### config.mk
export PLATFORM = sky130hd
export DESIGN_NAME = alu_arbiter
export DESIGN_NICKNAME = d
export VERILOG_FILES = /design/src/rtl/alu_arbiter.sv
export SDC_FILE = /design/constraint.sdc
export NUM_CORES = 1
export LEC_CHECK = 0
export BUFFER_PORTS_ARGS = -buffer_cell sky130_fd_sc_hd__buf_2
export CORE_MARGIN = 1
export CORE_UTILIZATION = 56
export CTS_CLUSTER_SIZE = 24
export DETAILED_ROUTE_END_ITERATION = 8
export GPL_TIMING_DRIVEN = 0
export HOLD_SLACK_MARGIN = 0.06
export PLACE_DENSITY = 0.86
export REMOVE_ABC_BUFFERS = 1
export SYNTH_ARGS = -nofsm -noshare
export SYNTH_HDL_FRONTEND = slang
export SYNTH_SLANG_ARGS = --single-unit
### constraint.sdc
create_clock -name i_clock -period 5.91 [get_ports i_clock]
set_clock_uncertainty 0.1 [all_clocks]
set_input_delay 0.2955 -clock i_clock [delete_from_list [all_inputs] [get_ports i_clock]]
set_output_delay 0.2955 -clock i_clock [all_outputs]
set_load 0.005 [all_outputs]
### src/rtl/alu_arbiter.sv
// Round-robin master that shares one bit-serial ALU among NUM_REQ requesters over an SPI-style link.
// A start bit and the {op2, op1, op} packet go out LSB-first; the result comes back LSB-first after the ALU's start bit.

localparam int REGISTER_SIZE = 8;

typedef enum logic [1:0] {
  ALU_ADD = 2'd0,
  ALU_SUB = 2'd1,
  ALU_AND = 2'd2,
  ALU_OR  = 2'd3
} AluOperation;

module alu_arbiter #(
  parameter int NUM_REQ    = 4,
  parameter int DATA_WIDTH = REGISTER_SIZE,
  parameter int OP_WIDTH   = $bits(AluOperation),
  parameter int TIMEOUT    = 64
) (
  input  logic                             i_clock,
  input  logic                             i_reset,
  input  logic [NUM_REQ-1:0]               i_req_valid,
  output logic [NUM_REQ-1:0]               o_req_ready,
  input  logic [NUM_REQ*OP_WIDTH-1:0]      i_req_op,
  input  logic [NUM_REQ*DATA_WIDTH-1:0]    i_req_op1,
  input  logic [NUM_REQ*DATA_WIDTH-1:0]    i_req_op2,
  output logic [NUM_REQ-1:0]               o_resp_valid,
  input  logic [NUM_REQ-1:0]               i_resp_ready,
  output logic [DATA_WIDTH-1:0]            o_resp_data,
  output logic                             o_resp_error,
  output logic                             o_nss,
  output logic                             o_mosi,
  input  logic                             i_miso
);

  localparam int P     = OP_WIDTH + 2 * DATA_WIDTH;
  localparam int IDX_W = (NUM_REQ > 1) ? $clog2(NUM_REQ) : 1;
  localparam int BIT_W = $clog2(P + 1);
  localparam int TO_W  = $clog2(TIMEOUT + 1);

  localparam logic [IDX_W:0]   NREQ_L   = (IDX_W + 1)'(NUM_REQ);
  localparam logic [BIT_W-1:0] TX_LAST  = BIT_W'(P - 1);
  localparam logic [BIT_W-1:0] RX_LAST  = BIT_W'(DATA_WIDTH - 1);
  localparam logic [TO_W-1:0]  TO_LAST  = TO_W'(TIMEOUT - 1);

  typedef enum logic [2:0] {
    S_IDLE,
    S_START,
    S_TX,
    S_WAIT,
    S_RX,
    S_RESP
  } state_t;

  state_t                 state_q;
  logic [IDX_W-1:0]       ptr_q;
  logic [IDX_W-1:0]       gnt_q;
  logic [P-1:0]           shreg_q;
  logic [BIT_W-1:0]       bitcnt_q;
  logic [TO_W-1:0]        tocnt_q;
  logic                   nss_q;
  logic                   mosi_q;
  logic [NUM_REQ-1:0]     resp_valid_q;
  logic [DATA_WIDTH-1:0]  resp_data_q;
  logic                   resp_err_q;

  logic                   any_req;
  logic [IDX_W-1:0]       gnt_d;
  logic [P-1:0]           pkt_d;
  logic [NUM_REQ-1:0]     req_ready_d;
  logic [NUM_REQ-1:0]     gnt_oh;

  function automatic logic [IDX_W-1:0] rr_idx(input logic [IDX_W-1:0] base,
                                              input logic [IDX_W:0]   off);
    logic [IDX_W:0] s;
    s = {1'b0, base} + off;
    if (s >= NREQ_L) s = s - NREQ_L;
    return s[IDX_W-1:0];
  endfunction

  assign any_req = |i_req_valid;

  // Scan from the farthest offset down so the nearest valid index at/after the pointer wins.
  always_comb begin
    gnt_d = '0;
    for (int i = NUM_REQ - 1; i >= 0; i--) begin
      if (i_req_valid[rr_idx(ptr_q, (IDX_W + 1)'(i))]) gnt_d = rr_idx(ptr_q, (IDX_W + 1)'(i));
    end
  end

  always_comb begin
    pkt_d = '0;
    for (int i = 0; i < NUM_REQ; i++) begin
      if (gnt_d == IDX_W'(i)) begin
        pkt_d = {i_req_op2[i*DATA_WIDTH +: DATA_WIDTH],
                 i_req_op1[i*DATA_WIDTH +: DATA_WIDTH],
                 i_req_op[i*OP_WIDTH +: OP_WIDTH]};
      end
    end
  end

  always_comb begin
    req_ready_d = '0;
    if (state_q == S_IDLE && any_req) req_ready_d[gnt_d] = 1'b1;
  end

  assign gnt_oh = NUM_REQ'(1) << gnt_q;

  always_ff @(posedge i_clock) begin
    if (i_reset) begin
      state_q      <= S_IDLE;
      ptr_q        <= '0;
      gnt_q        <= '0;
      shreg_q      <= '0;
      bitcnt_q     <= '0;
      tocnt_q      <= '0;
      nss_q        <= 1'b1;
      mosi_q       <= 1'b0;
      resp_valid_q <= '0;
      resp_data_q  <= '0;
      resp_err_q   <= 1'b0;
    end else begin
      case (state_q)
        S_IDLE: begin
          nss_q  <= 1'b1;
          mosi_q <= 1'b0;
          if (any_req) begin
            shreg_q <= pkt_d;
            gnt_q   <= gnt_d;
            ptr_q   <= rr_idx(gnt_d, (IDX_W + 1)'(1));
            nss_q   <= 1'b0;
            mosi_q  <= 1'b1;
            state_q <= S_START;
          end
        end
        S_START: begin
          mosi_q   <= shreg_q[0];
          shreg_q  <= shreg_q >> 1;
          bitcnt_q <= '0;
          state_q  <= S_TX;
        end
        S_TX: begin
          if (bitcnt_q == TX_LAST) begin
            mosi_q  <= 1'b0;
            tocnt_q <= '0;
            state_q <= S_WAIT;
          end else begin
            mosi_q   <= shreg_q[0];
            shreg_q  <= shreg_q >> 1;
            bitcnt_q <= bitcnt_q + 1'b1;
          end
        end
        S_WAIT: begin
          if (i_miso) begin
            tocnt_q  <= '0;
            bitcnt_q <= '0;
            state_q  <= S_RX;
          end else if (tocnt_q == TO_LAST) begin
            resp_data_q  <= '0;
            resp_err_q   <= 1'b1;
            resp_valid_q <= gnt_oh;
            nss_q        <= 1'b1;
            state_q      <= S_RESP;
          end else begin
            tocnt_q <= tocnt_q + 1'b1;
          end
        end
        S_RX: begin
          // Result shifts in from the top so the first bit received lands in bit 0.
          resp_data_q <= {i_miso, resp_data_q[DATA_WIDTH-1:1]};
          if (bitcnt_q == RX_LAST) begin
            resp_err_q   <= 1'b0;
            resp_valid_q <= gnt_oh;
            nss_q        <= 1'b1;
            state_q      <= S_RESP;
          end else begin
            bitcnt_q <= bitcnt_q + 1'b1;
          end
        end
        S_RESP: begin
          if (i_resp_ready[gnt_q]) begin
            resp_valid_q <= '0;
            resp_err_q   <= 1'b0;
            state_q      <= S_IDLE;
          end
        end
        default: begin
          nss_q   <= 1'b1;
          mosi_q  <= 1'b0;
          state_q <= S_IDLE;
        end
      endcase
    end
  end

  assign o_req_ready  = req_ready_d;
  assign o_resp_valid = resp_valid_q;
  assign o_resp_data  = resp_data_q;
  assign o_resp_error = resp_err_q;
  assign o_nss        = nss_q;
  assign o_mosi       = mosi_q;

endmodule
Word-level counts from Yosys, hierarchy flattened

Index checks and enable logic that the tools add are counted.

Add/subtract/negate cells: 11
$lt $le $gt $ge: 12
Equal/unequal tests: 22
Shift operators: 1
Multiplexer cells: 63
Bitwise gates (word level): 1
Reduce and logical (&&, ||, !) cells: 20

Operator list:

| cell                                                                  | count |
|---|---|
| 18-bit two-way mux                                                    | 6 |
| 18-bit one-hot mux with 3 select lines                                | 1 |
| 7-bit two-way mux                                                     | 3 |
| 4-bit two-way mux                                                     | 5 |
| 5-bit one-hot mux with 4 select lines                                 | 1 |
| 2-bit by 3-bit < comparator with 1-bit output (second input constant) | 6 |
| 2-bit two-way mux                                                     | 9 |
| 3-bit two-way mux                                                     | 6 |
| 2-bit inequality test (second input constant)                         | 9 |
| 3-bit one-hot mux with 6 select lines                                 | 1 |
| 8-bit two-way mux                                                     | 2 |
| 8-bit one-hot mux with 2 select lines                                 | 1 |
| 5-bit two-way mux                                                     | 3 |
| 1-bit two-way mux                                                     | 14 |
| 7-bit one-hot mux with 2 select lines                                 | 1 |
| 3-bit >= comparator (second input constant)                           | 4 |
| 4-bit one-hot mux with 3 select lines                                 | 1 |
| 1-bit binary-select mux with 2-bit select                             | 5 |
| 5-bit AND reduction                                                   | 2 |
| 2-bit by 1-bit subtractor with 2-bit output (second input constant)   | 5 |
| 3-bit AND reduction                                                   | 3 |
| 1-bit one-hot mux with 4 select lines                                 | 2 |
| 4-bit AND reduction                                                   | 2 |
| 7-bit by 1-bit adder with 7-bit output (second input constant)        | 1 |
| 27 further kinds                                                      | 37 |

Register bits after elaboration: 52
Input port bits: 83
Output and inout port bits: 19
Logic and storage cells: 141

Longest topological paths before layout

Word-level depth: 16
Mapped depth: 11
Gate-level depth less buffers: 9

Worst setup path after synthesis

OpenSTA, ideal clock, no wires.

Kind: flip-flop to flip-flop
Start: reg ptr_q[1]
End: reg shreg_q[10]
Library setup time: 126 ps
Data arrival time: 2280 ps
Data required time: 5684 ps
Setup slack: 3404 ps
Stages on the path, launching flop included: 12
Buffers on the path: 2
Clock period less this slack: 2506 ps
Cell sequence: dfxtp_1 mux2i_1 nor2_1 nor3_1 inv_1 ha_1 nor2b_1 buf_2 buf_2 a221o_1 a221oi_1 o32ai_1

Cells in the longest elaborated chain, start to end: 16
Elaborated cells between the ends (all ways): 37
Classes of those cells: add/sub (7); order compare (4); eq/ne (3); mux (22); reduce/logical (1)

RTL lines:

| item                                                                               | line | text |
|---|---|---|
| start: declaration                                                                 | 55   | `logic [IDX_W-1:0] ptr_q;` |
| start signal: assignment                                                           | 129  | `ptr_q <= rr_idx(gnt_d, (IDX_W + 1)'(1));` |
| 2-bit by 2-bit adder with 3-bit output                                             | 75   | `s = {1'b0, base} + off;` |
| 3-bit >= comparator or 2-bit by 1-bit subtractor with 2-bit output (tied branches) | 76   | `if (s >= NREQ_L) s = s - NREQ_L;` |
| 2-bit two-way mux                                                                  | 76   |  |
| 1-bit binary-select mux with 2-bit select                                          | 86   | `if (i_req_valid[rr_idx(ptr_q, (IDX_W + 1)'(i))]) gnt_d = rr_idx(ptr_q, (IDX_W + 1)'(i));` |
| 1-bit two-way mux (implied by the code)                                            | 86   |  |
| 2-bit two-way mux (3 in series)                                                    | 86   |  |
| 2-bit two-way mux *                                                                | 86   |  |
| via gnt_d[0]                                                                       | 67   | `logic [IDX_W-1:0] gnt_d;` |
| 2-bit logical NOT                                                                  | 93   | `if (gnt_d == IDX_W'(i)) begin` |
| 18-bit two-way mux (3 in series)                                                   | 93   |  |
| 18-bit two-way mux *                                                               | 93   |  |
| 18-bit two-way mux *                                                               | 126  | `if (any_req) begin` |
| 18-bit one-hot mux with 3 select lines *                                           | 122  | `case (state_q)` |
| end signal: assignment                                                             | 127  | `shreg_q <= pkt_d;` |
| end signal: assignment                                                             | 137  | `shreg_q <= shreg_q >> 1;` |
| end signal: assignment                                                             | 148  | `shreg_q <= shreg_q >> 1;` |
| end: declaration                                                                   | 57   | `logic [P-1:0] shreg_q;` |

The timed path passes the listed nets; every way through them passes the cells marked *. The select of a mux whose other input is x is not followed.
A chain may end at the register's enable or synchronous reset.

Worst setup path after layout

Start: reg ptr_q[1]
End: reg shreg_q[16]

Same word-level chain as after synthesis.

==> flow_summary.toml <==
[placement]
numPortBuffers = 101
dp_hpwl_mm = 5.64
gp_congestion = 0.820

[floorplanning]
die-area_mm2 = 0.00618
die_h_um = 78.6
rows = 27
io_pins = 102
die_w_um = 78.6
start_util_pct = 59.0
core-area_mm2 = 0.00557

[critical_path]
r2r_start = "ptr_q[1]$_SDFFE_PP0P_"
crit_start = "ptr_q[1]$_SDFFE_PP0P_"
rrSetupSlack_ns = 2.50
cp-end-kind = "register"
crit_path_start_kind = "register"
cp-endpoint = "shreg_q[16]$_SDFFE_PP0P_"
required_ns = 5.98
critPathKind = "register to register"
crit_path_max_fanout = 21
rr_worst_depth = 8
r2r_end = "shreg_q[16]$_SDFFE_PP0P_"
cp.arrival_ns = 3.48

[finish]
regArea_mm2 = 0.00104
post-route-util_pct = 68.9
fill_cells = 431
syn_to_final_growth_pct = 16.8
antenna_cells = 0
multi_input_area_mm2 = 0.00193
drive_gt1_share_pct = 26.9
fin_nets = 558

[clocking]
cts_made_buffers = 5
cts_resized = 0
clk_pin_slew_ns = 0.10
cts_tree = "built"
post-cts-setup-buffers = 0
htreeDepth = 2
cts_root_buf = "clkbuf_8"
cts.sinks = 52
hold_buffers = 0
clk_path_buf_depth = 2
clock_latency_ns = 0.31

[sta]
period_share_pct = 57.7
maxSlewViolCount = 0
hold_viol = 0
final.min_clock_period_ns = 3.41
setup_viol = 0
rsz0062_at_grt = "false"
fin_tns_setup_ns = 0
tightestPinTransition_ns = 1.28
relSlewSlack_pct = 14.7
fmax_mhz = 293

[drt]
viasPerCell = 5.95
routedWlPerCell_um = 14.8
drt_iter0_markers = 184
route.detailed.drc = 0
drt_pass1_iterations = 5
wl_mm = 8.03
vias = 3221
antenna_left = 0

[logic_synthesis]
synth_area_leaders = "dfxtp_1 32%, a21oi_1 5.8%, a221oi_1 5.3%"
synth-main-ff-cell = "dfxtp_1"
async_reset_ff_share_pct = 0
syn_avg_cell_area_um2 = 8.43
yosysSeqAreaShare_pct = 31.7
ys_seq_elements = 52
synthCells = 390
synth_edf_count = 0
synth.cell_area_mm2 = 0.00329
synth_top_area_share_pct = 31.7
synth.distinct_cells = 62
yosys.area.top_type = "dfxtp_1"
ys_warn_count = 0

[global_routing]
gr-usage-all-layers_pct = 25.5
grt_pass1_vias = 2866
grt_max_degree = 38
grt_antenna_before_repair = 0
grt_pass1_wl_mm = 12.7
grt-ovfl-total = 0

[pwr]
ir_drop_uv = 248
power_leakage_nw = 1.62
power-per-cell-area_mw_per_mm2 = 348

[outcome]
status = "completed"

[run]
cap_violations = 0

[min_path]
hp-class = "primary input to register"
## worst min path at each step
stage                              from                          end  slack [ns]  cells after the start
2_1_floorplan                   i_reset          o_mosi$_SDFFE_PP0N_        0.26                      1
3_3_place_gp   shreg_q[13]$_SDFFE_PP0P_     shreg_q[13]$_SDFFE_PP0P_        0.34                      2
5_1_grt                          i_miso  o_resp_data[7]$_SDFFE_PP0P_        0.23                      3
3_5_place_dp   shreg_q[14]$_SDFFE_PP0P_     shreg_q[14]$_SDFFE_PP0P_        0.34                      2
4_1_cts                   i_req_op2[31]     shreg_q[17]$_SDFFE_PP0P_        0.21                      4
6_report                         i_miso  o_resp_data[7]$_SDFFE_PP0P_        0.20                      3
## power by group
| part | switching (W) | total, W | internal, W |
|---|---|---|---|
| clock network | 0.000122 | 0.000260 | 0.000139 |
| logic | 0.000328 | 0.000581 | 0.000253 |
| registers | 0.0000670 | 0.000495 | 0.000428 |
## sequential cells by signal, summed over array words and instances (netlist names)
signal,flops
o_resp_data,8
o_mosi,1
tocnt_q,7
shreg_q,18
state_q,3
o_nss,1
o_resp_valid,4
bitcnt_q,5
gnt_q,2
ptr_q,2
o_resp_error,1
## cells in the final DEF (no fill, tap or decap), types with 10 or more instances in the layout
master	count
inv_1	41
a221oi_1	20
nand2b_1	11
nor2_1	34
o32ai_1	17
a21oi_1	38
a221o_1	17
buf_2	101
o21ai_0	11
nand2_1	10
dfxtp_1	52
## routing by layer
layer  global-route usage [%]  vias to the layer above  share of wire, %
met5                        0                        -                 0
met4                     8.70                        0               1.1
met3                     4.30                        6               5.2
met2                     45.0                      102                51
met1                     30.9                     1510                43
li1                         -                     1603                 -
## cell type report
type	instances	area share [%]
clock buffers	6	2.15
clock inverters	2	1.01
inverters	41	4.01
multi-input cells	267	50.2
flip-flops and latches	52	27.1
well taps	72	2.35
repair buffers	101	13.2
## Yosys cell counts, drive strengths merged, types with 4 or more instances
cell type	number
nand3b	4
dfxtp	52
a221o	17
inv	41
a21oi	39
nand2	10
nor2b	7
a22oi	9
clkbuf	9
o32ai	17
or3	5
o31ai	4
and2	6
nand2b	12
nor3b	5
nor2	34
nand3	7
ha	7
buf	21
a221oi	20
mux2i	9
o21ai	13
## stage by stage
stage	area, um2	setup slack (ns)	power, W	hold WS (ns)	instances
2_1_floorplan	3120	3.26	0.000913	0.265	360
3_3_place_gp	3720	2.73	0.00105	0.340	533
3_5_place_dp	3720	2.55	0.00107	0.345	533
4_1_cts	3840	2.51	0.00133	0.208	541
5_1_grt	3840	2.24	0.00143	0.228	541
6_report	3840	2.50	0.00134	0.198	541
## kinds of logic after synthesis
kind of cell	Yosys count	synth area share, %
compound gates	137	31.0
xor+xnor	1	0.267
fa+ha+maj	7	2.66
buf+inv	71	9.67
flops	52	31.7
mux	11	4.26
simple gates	111	20.4
## critical path, stage by stage (launching register included)
cell      delay [ns]
dfxtp_1         0.44
mux2i_1         0.22
nor2_1          0.09
nor3_1          0.38
ha_1            0.70
nor2b_1         0.47
a221o_1         0.39
a221oi_1        0.34
o32ai_1         0.15
Note: power is estimated with default switching activity, not from simulation.
